$ cat config.mk
export PLATFORM = sky130hd
export DESIGN_NAME = parallax_scroll_sched
export DESIGN_NICKNAME = d
export VERILOG_FILES = /design/src/rtl/parallax_pkg.sv /design/src/rtl/parallax_cfg_regs.sv /design/src/rtl/parallax_scroll_sched.sv
export SDC_FILE = /design/constraint.sdc
export NUM_CORES = 1
export LEC_CHECK = 0
export CELL_PAD_IN_SITES_DETAIL_PLACEMENT = 1
export CELL_PAD_IN_SITES_GLOBAL_PLACEMENT = 1
export CORE_UTILIZATION = 35
export DETAILED_ROUTE_END_ITERATION = 12
export PLACE_DENSITY_LB_ADDON = 0.1
export SLEW_MARGIN = 15
export SYNTH_ARGS = -nofsm -noshare
export SYNTH_HDL_FRONTEND = slang
export SYNTH_HIERARCHICAL = 1
export SYNTH_SLANG_ARGS = --single-unit
$ cat constraint.sdc
create_clock -name clk -period 3.7 [get_ports clk]
set_clock_uncertainty 0.05 [all_clocks]
set_input_delay 0.74 -clock clk [delete_from_list [all_inputs] [get_ports clk]]
set_output_delay 0.74 -clock clk [all_outputs]
set_load 0.005 [all_outputs]
$ cat src/rtl/parallax_pkg.sv
// Shared definitions for the parallax scroll scheduler: CTRL layout, sweep
// states and small helpers used by the register file and the sweep engine.
package parallax_pkg;

   localparam int CTRL_EN_BIT      = 0;
   localparam int CTRL_CLR_OFS_BIT = 1;
   localparam int CTRL_CLR_OVR_BIT = 2;

   typedef enum logic [1:0] {
      IDLE  = 2'd0,
      SWEEP = 2'd1,
      DONE  = 2'd2
   } sweep_state_e;

   // CTRL sits directly after the per-layer speed registers.
   function automatic int ctrl_addr(input int layers);
      return layers;
   endfunction

   function automatic logic [31:0] sext(input logic [31:0] v, input int w);
      logic [31:0] mask;
      mask = 32'hFFFF_FFFF << w;
      if (((v >> (w - 1)) & 32'd1) != 32'd0) return v | mask;
      return v & ~mask;
   endfunction

endpackage

$ cat src/rtl/parallax_cfg_regs.sv
// Configuration register file: per-layer speeds, CTRL enable, write-1 clear
// pulses and registered readback.
module parallax_cfg_regs
   import parallax_pkg::*;
#(
   parameter int LAYERS = 4,
   parameter int SPD_W  = 4,
   parameter int ADDR_W = 4
) (
   input  logic              clk,
   input  logic              reset,
   input  logic              we_i,
   input  logic              re_i,
   input  logic [ADDR_W-1:0] addr_i,
   input  logic [15:0]       wdata_i,
   input  logic              overrun_i,
   output logic [SPD_W-1:0]  speed_o [LAYERS],
   output logic              enable_o,
   output logic              clr_ofs_o,
   output logic              clr_ovr_o,
   output logic [15:0]       rdata_o
);

   localparam logic [ADDR_W-1:0] CTRL_ADDR = ADDR_W'(ctrl_addr(LAYERS));

   logic [SPD_W-1:0] spd_q [LAYERS];
   logic             en_q;
   logic [15:0]      rdata_q;
   logic [15:0]      rdata_d;
   logic [31:0]      spd_sx;
   logic             ctrl_wr;
   logic             unused_bits;

   assign ctrl_wr   = we_i && (addr_i == CTRL_ADDR);
   assign clr_ofs_o = ctrl_wr && wdata_i[CTRL_CLR_OFS_BIT];
   assign clr_ovr_o = ctrl_wr && wdata_i[CTRL_CLR_OVR_BIT];

   always_comb begin
      // NOTE: every output of a combinational block gets a default first so no latch is inferred.
      rdata_d = '0;
      spd_sx  = '0;
      for (int i = 0; i < LAYERS; i++) begin
         if (addr_i == ADDR_W'(i)) begin
            spd_sx  = sext(32'(spd_q[i]), SPD_W);
            rdata_d = spd_sx[15:0];
         end
      end
      if (addr_i == CTRL_ADDR) begin
         rdata_d[CTRL_EN_BIT]      = en_q;
         rdata_d[CTRL_CLR_OVR_BIT] = overrun_i;
      end
   end

   always_ff @(posedge clk) begin
      // NOTE: non-blocking assignments keep every register sampling pre-edge values.
      if (reset) begin
         // NOTE: the speed array is small and must read back as zero, so it is reset like plain flops.
         for (int i = 0; i < LAYERS; i++) spd_q[i] <= '0;
         en_q    <= 1'b0;
         rdata_q <= '0;
      end else begin
         for (int i = 0; i < LAYERS; i++) begin
            if (we_i && (addr_i == ADDR_W'(i))) spd_q[i] <= wdata_i[SPD_W-1:0];
         end
         if (ctrl_wr) en_q <= wdata_i[CTRL_EN_BIT];
         if (re_i) rdata_q <= rdata_d;
      end
   end

   assign speed_o     = spd_q;
   assign enable_o    = en_q;
   assign rdata_o     = rdata_q;
   assign unused_bits = ^{wdata_i, spd_sx};

endmodule

$ cat src/rtl/parallax_scroll_sched.sv
// Per-frame parallax scroll scheduler: on an accepted frame start, walks the
// layers one per cycle and adds each layer's signed speed to its offset.
module parallax_scroll_sched
   import parallax_pkg::*;
#(
   parameter int LAYERS  = 4,
   parameter int OFS_W   = 10,
   parameter int SPD_W   = 4,
   parameter int FRAME_W = 16,
   parameter int ADDR_W  = 4
) (
   input  logic                      clk,
   input  logic                      reset,
   input  logic                      frame_start,
   input  logic                      cfg_we,
   input  logic                      cfg_re,
   input  logic [ADDR_W-1:0]         cfg_addr,
   input  logic [15:0]               cfg_wdata,
   output logic [15:0]               cfg_rdata,
   output logic [LAYERS*OFS_W-1:0]   layer_offset,
   output logic [FRAME_W-1:0]        frame_count,
   output logic                      busy,
   output logic                      update_done,
   output logic                      overrun
);

   localparam int                 IDX_W    = $clog2(LAYERS);
   localparam logic [IDX_W-1:0]   LAST_IDX = IDX_W'(LAYERS - 1);

   if (LAYERS < 2 || LAYERS > 15 || LAYERS + 1 > (1 << ADDR_W)) begin : g_bad_params
      $error("parallax_scroll_sched: LAYERS must be 2..15 and fit below the CTRL address");
   end

   sweep_state_e       state_q, state_d;
   logic [IDX_W-1:0]   idx_q;
   logic [OFS_W-1:0]   ofs_q [LAYERS];
   logic [FRAME_W-1:0] fc_q;
   logic               ovr_q;
   logic [SPD_W-1:0]   speed [LAYERS];
   logic [SPD_W-1:0]   spd_cur;
   logic [31:0]        inc_full;
   logic               enable, clr_ofs, clr_ovr, start;
   logic               unused_bits;

   parallax_cfg_regs #(
      .LAYERS (LAYERS),
      .SPD_W  (SPD_W),
      .ADDR_W (ADDR_W)
   ) u_cfg (
      .clk       (clk),
      .reset     (reset),
      .we_i      (cfg_we),
      .re_i      (cfg_re),
      .addr_i    (cfg_addr),
      .wdata_i   (cfg_wdata),
      .overrun_i (ovr_q),
      .speed_o   (speed),
      .enable_o  (enable),
      .clr_ofs_o (clr_ofs),
      .clr_ovr_o (clr_ovr),
      .rdata_o   (cfg_rdata)
   );

   // A clear in the same cycle as a frame start wins: no sweep is launched.
   assign start = (state_q == IDLE) && frame_start && enable && !clr_ofs;

   always_ff @(posedge clk) begin
      if (reset) state_q <= IDLE;
      else       state_q <= state_d;
   end

   always_comb begin
      state_d = state_q;
      unique case (state_q)
         IDLE:    if (start) state_d = SWEEP;
         SWEEP: begin
            if (clr_ofs)                  state_d = IDLE;
            else if (idx_q == LAST_IDX)   state_d = DONE;
         end
         DONE:    state_d = IDLE;
         default: state_d = IDLE;
      endcase
   end

   always_comb begin
      busy        = (state_q == SWEEP);
      update_done = (state_q == DONE) && !clr_ofs;
   end

   always_comb begin
      spd_cur = '0;
      for (int i = 0; i < LAYERS; i++) begin
         if (idx_q == IDX_W'(i)) spd_cur = speed[i];
      end
   end

   assign inc_full = sext(32'(spd_cur), SPD_W);

   always_ff @(posedge clk) begin
      if (reset) begin
         idx_q <= '0;
         fc_q  <= '0;
         ovr_q <= 1'b0;
         for (int i = 0; i < LAYERS; i++) ofs_q[i] <= '0;
      end else begin
         idx_q <= (state_q == SWEEP) ? idx_q + 1'b1 : '0;
         if (start) fc_q <= fc_q + 1'b1;
         // Set beats clear when both land in the same cycle.
         if (busy && frame_start) ovr_q <= 1'b1;
         else if (clr_ovr)        ovr_q <= 1'b0;
         for (int i = 0; i < LAYERS; i++) begin
            if (clr_ofs)                          ofs_q[i] <= '0;
            else if (busy && idx_q == IDX_W'(i))  ofs_q[i] <= ofs_q[i] + inc_full[OFS_W-1:0];
         end
      end
   end

   for (genvar g = 0; g < LAYERS; g++) begin : g_ofs_bus
      assign layer_offset[g*OFS_W +: OFS_W] = ofs_q[g];
   end

   assign frame_count = fc_q;
   assign overrun     = ovr_q;
   assign unused_bits = ^inc_full;

endmodule

* Word level (Yosys, flattened, before mapping)
Memories as Yosys holds them, arrays and structs flattened. Cells that the tools add are included.
Word-level totals: output and inout bits 75, memories kept 1, input port bits 25, RAM bits 40, word-level logic and storage cells 124, flip-flop bits (word level) 54
Memories:
- ofs_q | depth 4, width 10, rd ports 4, clocked after memory_dff 0, write ports 4, line parallax_scroll_sched.sv:36 | logic [OFS_W-1:0] ofs_q [LAYERS];
Operators by class: bitwise gates (word level) 9, reductions and logical operators 23, multiplexer cells 64, add/subtract/negate cells 6, equal/unequal tests 11
Operator list (number):
- $mux W16 | 12
- $mux W10 | 10
- $add A10 B10 Y10 | 4
- $mux W1 | 34
- $add A16 B1 Y16 const B | 1
- $logic_and A1 B1 Y1 | 16
- $mux W4 | 4
- $eq A4 B2 Y1 const B | 2
- $or A1 B1 Y1 | 8
- $eq A2 B2 Y1 const B | 3
- $mux W2 | 3
- $eq A2 B1 Y1 const B | 2
- $eq A4 B1 Y1 const B | 1
- $eq A4 B3 Y1 const B | 1
- $logic_not A2 Y1 | 2
- $logic_not A4 Y1 | 1
- $pmux W2 S2 | 1
- $ne A3 B1 Y1 const B | 1
- $add A2 B1 Y2 const B | 1
- $ne A2 B2 Y1 const B | 1
- $reduce_and A2 Y1 | 1
- $reduce_bool A2 Y1 | 1
- $reduce_or A2 Y1 | 1
- $logic_not A1 Y1 | 1
- $not A1 Y1 | 1

* Longest topological paths before layout
Gate-level depths: netlist of run 1.
depth after elaboration 9, mapped depth 17, mapped depth without buffers 17

* By module
The synthesis of run 1 kept the hierarchy.
By module, submodules not included:
- parallax_scroll_sched | instances 1, area an instance 3903.7 sq um, sequential area each 1621.6 sq um, cells an instance 397
- parallax_cfg_regs | instances 1, area an instance 1109.8 sq um, sequential area each 420.4 sq um, cells an instance 123

* Least setup slack after synthesis of run 1
Ideal clock, no wire load.
path type reg-to-reg, start point register idx_q[0], end point memory ofs_q[0][8] (data pin), path buffers 1, stages on the path, launching flop included 15, setup time 0.260 ns, clock period less this slack 3.410 ns, data arrival time 3.099 ns, slack 0.290 ns, required time 3.390 ns, path through dfxtp_1 -> inv_1 -> ha_1 -> clkbuf_1 -> a211oi_1 -> o21ai_0 -> o311ai_2 -> inv_1 -> ha_1 -> o21ai_0 -> nor2_1 -> or4_1 -> a31oi_1 -> xor2_1 -> nor2_1
RTL lines:
- start: declaration | line parallax_scroll_sched.sv:35 | logic [IDX_W-1:0] idx_q;
- start signal: assignment | line parallax_scroll_sched.sv:106 | idx_q <= (state_q == SWEEP) ? idx_q + 1'b1 : '0;
- end: declaration | line parallax_scroll_sched.sv:36

==> flow_summary_export.csv, run 1 <==
group,metric,value,unit
place,portBuffers,87,
hold_path,holdPathEnd,"idx_q[0]",
clock_tree,cts.sinks,82,
global_routing,overflow,0,
finish,final_area,6410,um2
yosys,syn_nets,590,
critical_path,arrival,3470,ps
yosys,synth.most_common_cell,"nor2_1",
sta,grt_setup_unrepaired,"no",
route,drt_iter0_markers,129,
yosys,synth_top_flop_cell,"dfxtp_1",
clock_tree,clk_latency,350,ps
sta,max_clock_freq,292,MHz
die,die_h,122,um
route,wl,12500,um
sta,setup_viol,0,
route,antenna_left,0,
critical_path,r2r_cells,15,
sta,fin_crit_sh,0.926,
global_routing,grt_pass1_wl,21300,um
yosys,synthAdderAreaFrac,0.118,
clock_tree,cts_setup_buffers,0,
yosys,synth_edf_count,40,
clock_tree,ctsResizeCount,1,
sta,hold_viol,0,
place,gp_congestion,0.781,
finish,ff_latch_area,2040,um2
sta,fin_tns_setup,0,ps
sta,slew_headroom,0.679,
finish,post-route-util,0.460,
critical_path,end_kind,"flip-flop",
yosys,yosysUniqueCellTypes,54,
critical_path,crit_type,"reg -> reg",
sta,setup_ws,272,ps
route,drc,0,
yosys,async_flop_share,0,
critical_path,path_max_fanout,8,
clock_tree,path_clk_slew,70,ps
die,start_util,0.360,
yosys,synth.cell_area,5010,um2
critical_path,r2r_end,"ofs_q[0][8]",
clock_tree,clockBufferDepth,2,
power_and_ir_drop,power_density,344,nW/um2
critical_path,r2r_start,"idx_q[1]",
sta,worstMarginPinSlew,480,ps
clock_tree,cts_buffers,9,
die,die_x,122,um
route,wl_per_cell,15.8,um
critical_path,regToRegSetupSlack,270,ps
global_routing,grt_max_degree,41,
place,dp_hpwl,9270,um
finish,multi_input_area,2750,um2
power_and_ir_drop,leakagePower,0.00260,uW
global_routing,grt_usage,0.184,
yosys,ys_seq_area_frac,0.407,
yosys,synth_top_area_frac,0.240,
yosys,syn_avg_cell_area,9.64,um2
yosys,synthTopCellsByArea,"edfxtp_1 24%, dfxtp_1 17%, ha_1 10%",
finish,area_delta_synth_final,27.9,%
sta,fin_crit,3430,ps
route,viasPerCell,5.10,
hold_path,hold_depth,1,
yosys,synth_xor_area_frac,0.0751,
die,num_rows,43,
die,core_area,13900,um2
finish,final_nets,678,
yosys,ys_seq_elements,82,
yosys,synthMuxAreaShare,0.0359,
clock_tree,cts_tree,"built",
yosys,synth_top_cell_by_area,"edfxtp_1",
job,maxCapViolations,0,
place,post-place-ws,-92.5,ps
hold_path,holdCritStartpoint,"idx_q[0]",
die,die-area,14800,um2
place,dpl_cell_area,6060,um2
route,vias,4047,
clock_tree,clockRootBuffer,"clkbuf_16",
clock_tree,hold_buffers,0,
yosys,synth-compound-area-share,0.126,
yosys,synth_cells,520,
yosys,synthSimpleGateAreaFrac,0.190,
power_and_ir_drop,irDropWorstVdd,0.203,mV
finish,fill_cells,1586,
global_routing,antenna_found_initial,0,
critical_path,startpoint_type,"flip-flop",
yosys,ys_top_cells_by_count,"82 x nor2_1, 42 x dfxtp_1, 41 x ha_1",
route,first_pass_iters,4,
yosys,synth_top_family_by_area,"simple AND/OR/NAND/NOR gates",
hold_path,hp-class,"reg -> reg",
outcome,status,"complete, no violations",
finish,diodes,0,
clock_tree,htree_levels,3,
critical_path,crit_required,3750,ps
sta,slew_violations,0,
die,boundaryPins,100,
yosys,yosys_warnings,6,
finish,layout-drive-gt1-share,0.0750,
global_routing,grt_pass1_vias,4227,
## worst max path at each step
stage / depth (start not counted) / start / to / slack (ps)
detailed placement: 15 / idx_q[0] / ofs_q[0][8] / -90
global placement: 15 / idx_q[0] / ofs_q[2][8] / 20
finish: 15 / idx_q[1] / ofs_q[0][8] / 270
global route: 15 / idx_q[1] / ofs_q[0][8] / 20
CTS: 16 / idx_q[0] / ofs_q[0][8] / 30
floorplan: 14 / idx_q[0] / ofs_q[0][8] / 290
## routing by layer
layer  global-route usage  share of wire
met2                0.304           0.48
met4               0.0448         0.0089
met5                    0              0
met3               0.0506          0.044
met1                0.237           0.47
## where the power goes
part	leakage, uW	internal, uW	switching [uW]	total [uW]
Clock	0.000165	636	388	1020
Sequential	0.000753	972	17.3	989
Combinational	0.00168	98.6	94.1	193
## critical path: stages, from the launching register on
cell      delay [ps]
dfxtp_1          330
inv_1            100
ha_2             260
buf_4            150
nand3b_1         100
a21oi_1           70
a21oi_1          140
nor2_1            50
a21o_1           240
fa_1             470
a211oi_1         270
nor2_1           110
or4_1            410
a31oi_1          200
xor2_1           170
nor2_1            60
## through the flow
step                      total power (uW)  hold slack [ps]  cells
after floorplan                       1110              412    520
after global placement                1200              420    777
after detailed placement              1200              430    777
after CTS                             2240              445    793
after global routing                  2290              426    793
final                                 2200              404    793
## placed cells by master (no fill, tap or decap), types with 3 or more instances in the layout
cell,n
nand2_1,29
o21bai_1,5
buf_4,16
o21a_1,4
nor3_1,13
xnor2_1,27
nor3b_1,3
nand4_1,9
xor2_1,16
a211oi_1,8
dfxtp_1,41
and3_1,9
ha_1,38
mux2i_1,18
a31oi_1,3
or3_1,4
ha_2,3
nand2b_1,6
nand3_1,15
clkbuf_16,10
inv_1,18
clkdlybuf4s50_1,87
nor2b_1,5
o21ai_0,18
a21o_1,14
edfxtp_1,40
fa_1,4
a21oi_1,29
nor2_1,82
## sequential cells by signal, indices dropped and copies added, names as in the netlist
name,flops
idx_q,2
u_cfg/enable_o,1
ofs_q,40
frame_count,16
overrun,1
state_q,2
u_cfg/speed_o,16
u_cfg/rdata_o,4
## layout make-up
cell class              count  area share
flip-flops and latches     82       0.319
inverters                  19      0.0111
multi-input cells         393       0.428
clock inverters             5      0.0131
repair buffers            103       0.155
clock buffers              11      0.0396
well taps                 180      0.0351
## logic make-up after synthesis
kind of cell    after synthesis
xor+xnor                     43
compound gates               97
simple gates                190
flops                        82
fa+ha+maj                    45
buf+inv                      45
mux                          18
(Power assumes the default switching activity.)
==> run 2: changes to the inputs <==
--- a/config.mk
+++ b/config.mk
@@ -9,6 +9,7 @@
 export CELL_PAD_IN_SITES_GLOBAL_PLACEMENT = 1
 export CORE_UTILIZATION = 35
 export DETAILED_ROUTE_END_ITERATION = 12
+export MAX_ROUTING_LAYER = met4
 export PLACE_DENSITY_LB_ADDON = 0.1
 export SLEW_MARGIN = 15
 export SYNTH_ARGS = -nofsm -noshare
==> constraint.sdc (replaced) <==
create_clock -name clk -period 3.77 [get_ports clk]
set_clock_uncertainty 0.05 [all_clocks]
set_input_delay 0.754 -clock clk [delete_from_list [all_inputs] [get_ports clk]]
set_output_delay 0.754 -clock clk [all_outputs]
set_load 0.005 [all_outputs]
==> flow_summary_export.csv, run 2 (synthesized netlist as in run 1, its figures left out) <==
group,metric,value,unit
outcome,status,"complete, no violations",
job,maxCapViolations,0,
global_routing,grt_usage,0.185,
clock_tree,cts_setup_buffers,0,
hold_path,hp-class,"reg -> reg",
power_and_ir_drop,leakagePower,0.00255,uW
die,start_util,0.360,
place,post-place-ws,-43.2,ps
critical_path,r2r_cells,16,
sta,fin_crit_sh,0.947,
finish,largest_register_ffs,40,
finish,final_cell_mix,"87 x clkdlybuf4s50_1, 82 x nor2_1, 42 x dfxtp_1",
power_and_ir_drop,clkPwrFrac,0.409,
finish,final_area,6300,um2
route,first_pass_iters,4,
critical_path,crit_path_start,"idx_q[0]",
route,viasPerCell,5.18,
clock_tree,hold_buffers,0,
die,num_rows,43,
critical_path,crit_chain,"inv_1 -> ha_1 -> nand2_1 -> nor2_1 -> a21oi_1 -> nor2_1 -> a21oi_1 -> o21ai_1 -> ha_1 -> fa_1 -> a21o_1 -> a21o_1 -> a2111oi_1 -> o21bai_1 -> xnor2_1 -> nor2_1",
finish,layout-drive-gt1-share,0.0590,
die,die_x,122,um
sta,hold_viol,0,
critical_path,path_max_fanout,5,
critical_path,crit_path_frequent_cell,"nor2_1",
finish,final_nets,675,
critical_path,end_kind,"flip-flop",
place,dp_hpwl,9280,um
die,die-area,14800,um2
critical_path,crit_required,3820,ps
power_and_ir_drop,irDropWorstVdd,0.182,mV
critical_path,critPathSlowestCell,"a2111oi_1",
clock_tree,cts_buffers,9,
power_and_ir_drop,internal_power,1500,uW
critical_path,regToRegSetupSlack,200,ps
route,drc,0,
finish,area_delta_synth_final,25.7,%
clock_tree,htree_levels,3,
sta,fin_tns_setup,0,ps
place,gp_congestion,0.803,
route,vias,4092,
critical_path,cp.depth,16,
sta,worstMarginPinSlew,1040,ps
sta,grt_setup_unrepaired,"no",
sta,slew_violations,0,
sta,max_clock_freq,280,MHz
sta,hold-worst-slack,430,ps
die,core_area,13900,um2
power_and_ir_drop,power_density,311,nW/um2
finish,fill_cells,1590,
critical_path,r2r_start,"idx_q[0]",
critical_path,arrival,3620,ps
clock_tree,clk_latency,340,ps
power_and_ir_drop,p_sw_frac,0.238,
finish,top_register,"ofs_q",
die,die_h,122,um
critical_path,critical_path.endpoint,"ofs_q[2][8]",
clock_tree,clockRootBuffer,"clkbuf_16",
route,wl_per_cell,16.0,um
sta,slew_headroom,0.299,
critical_path,cpLargestDelayFamily,"compound AO/OA/AOI/OAI gates",
critical_path,slowest_delay,510,ps
global_routing,antenna_found_initial,0,
power_and_ir_drop,p_switching,467,uW
power_and_ir_drop,seq_power_share,0.494,
clock_tree,clockBufferDepth,2,
clock_tree,cts.sinks,82,
critical_path,crit_buf_inv,1,
finish,final_common_cell,"clkdlybuf4s50_1",
route,antenna_left,0,
sta,setup_ws,200,ps
critical_path,crit_type,"reg -> reg",
power_and_ir_drop,pwr-share-comb,0.097,
place,dpl_cell_area,6040,um2
finish,diodes,0,
route,drt_iter0_markers,136,
critical_path,r2r_end,"ofs_q[2][8]",
die,boundaryPins,100,
clock_tree,path_clk_slew,60,ps
global_routing,overflow,0,
global_routing,grt_max_degree,44,
sta,setup_viol,0,
clock_tree,cts_tree,"built",
route,wl,12600,um
place,portBuffers,87,
global_routing,grt_pass1_vias,4168,
critical_path,startpoint_type,"flip-flop",
sta,fin_crit,3570,ps
global_routing,grt_pass1_wl,20800,um
run 2: cell types whose count changed in the layout (fill, tap and decap cells not counted), sizes merged:
cell | previous run | this run
bufinv | 2 | 0
clkbuf | 11 | 13
buf | 16 | 13
run 2: how the worst min path moves through the flow:
stage	start	end	slack [ps]	cells after the start
floorplan	idx_q[0]	idx_q[0]	410	1
global placement	u_cfg/rdata_o[2]	u_cfg/rdata_o[2]	420	2
detailed placement	u_cfg/rdata_o[2]	u_cfg/rdata_o[2]	430	2
CTS	u_cfg/rdata_o[2]	u_cfg/rdata_o[2]	430	2
global route	u_cfg/rdata_o[2]	u_cfg/rdata_o[2]	460	2
finish	u_cfg/rdata_o[2]	u_cfg/rdata_o[2]	430	2
run 2: metrics by stage:
step,power (uW),util,cells
final,1960,0.452,790
after global routing,2040,0.452,790
after CTS,1990,0.452,790
after detailed placement,1180,0.433,774
after global placement,1180,0.433,774
after floorplan,1090,-,520
run 2: worst min-delay path, stage by stage, from the launching register on:
cell and delay (ps):
dfxtp_1 310, inv_1 50, o32ai_1 80
run 2: timing repair:
item	in CTS	in global routing
resized for setup	1	4
setup endpoints to repair	1	3
cloned	0	0
run 2: final cells by class:
| type | count | area, um2 | share of cell area |
|---|---|---|---|
| sequential | 82 | 2040 | 0.324 |
| clock buffer | 13 | 240 | 0.0381 |
| timing repair buffer | 100 | 968 | 0.154 |
| inverter | 19 | 71.3 | 0.0113 |
| multi-input combinational | 393 | 2740 | 0.435 |
| clock inverter | 3 | 16.3 | 0.00258 |
| tap | 180 | 225 | 0.0357 |
run 2: power by group through the flow:
stage,registers (uW),logic (uW),clock network (uW)
final,971,190,803
after global routing,974,208,861
after CTS,971,191,829
after detailed placement,991,189,0
after global placement,990,186,0
after floorplan,988,103,0
run 2: layer usage:
metal,track usage,share of wire
met5,-,0
met4,0.0694,0.018
met3,0.0262,0.031
met1,0.236,0.48
met2,0.297,0.47
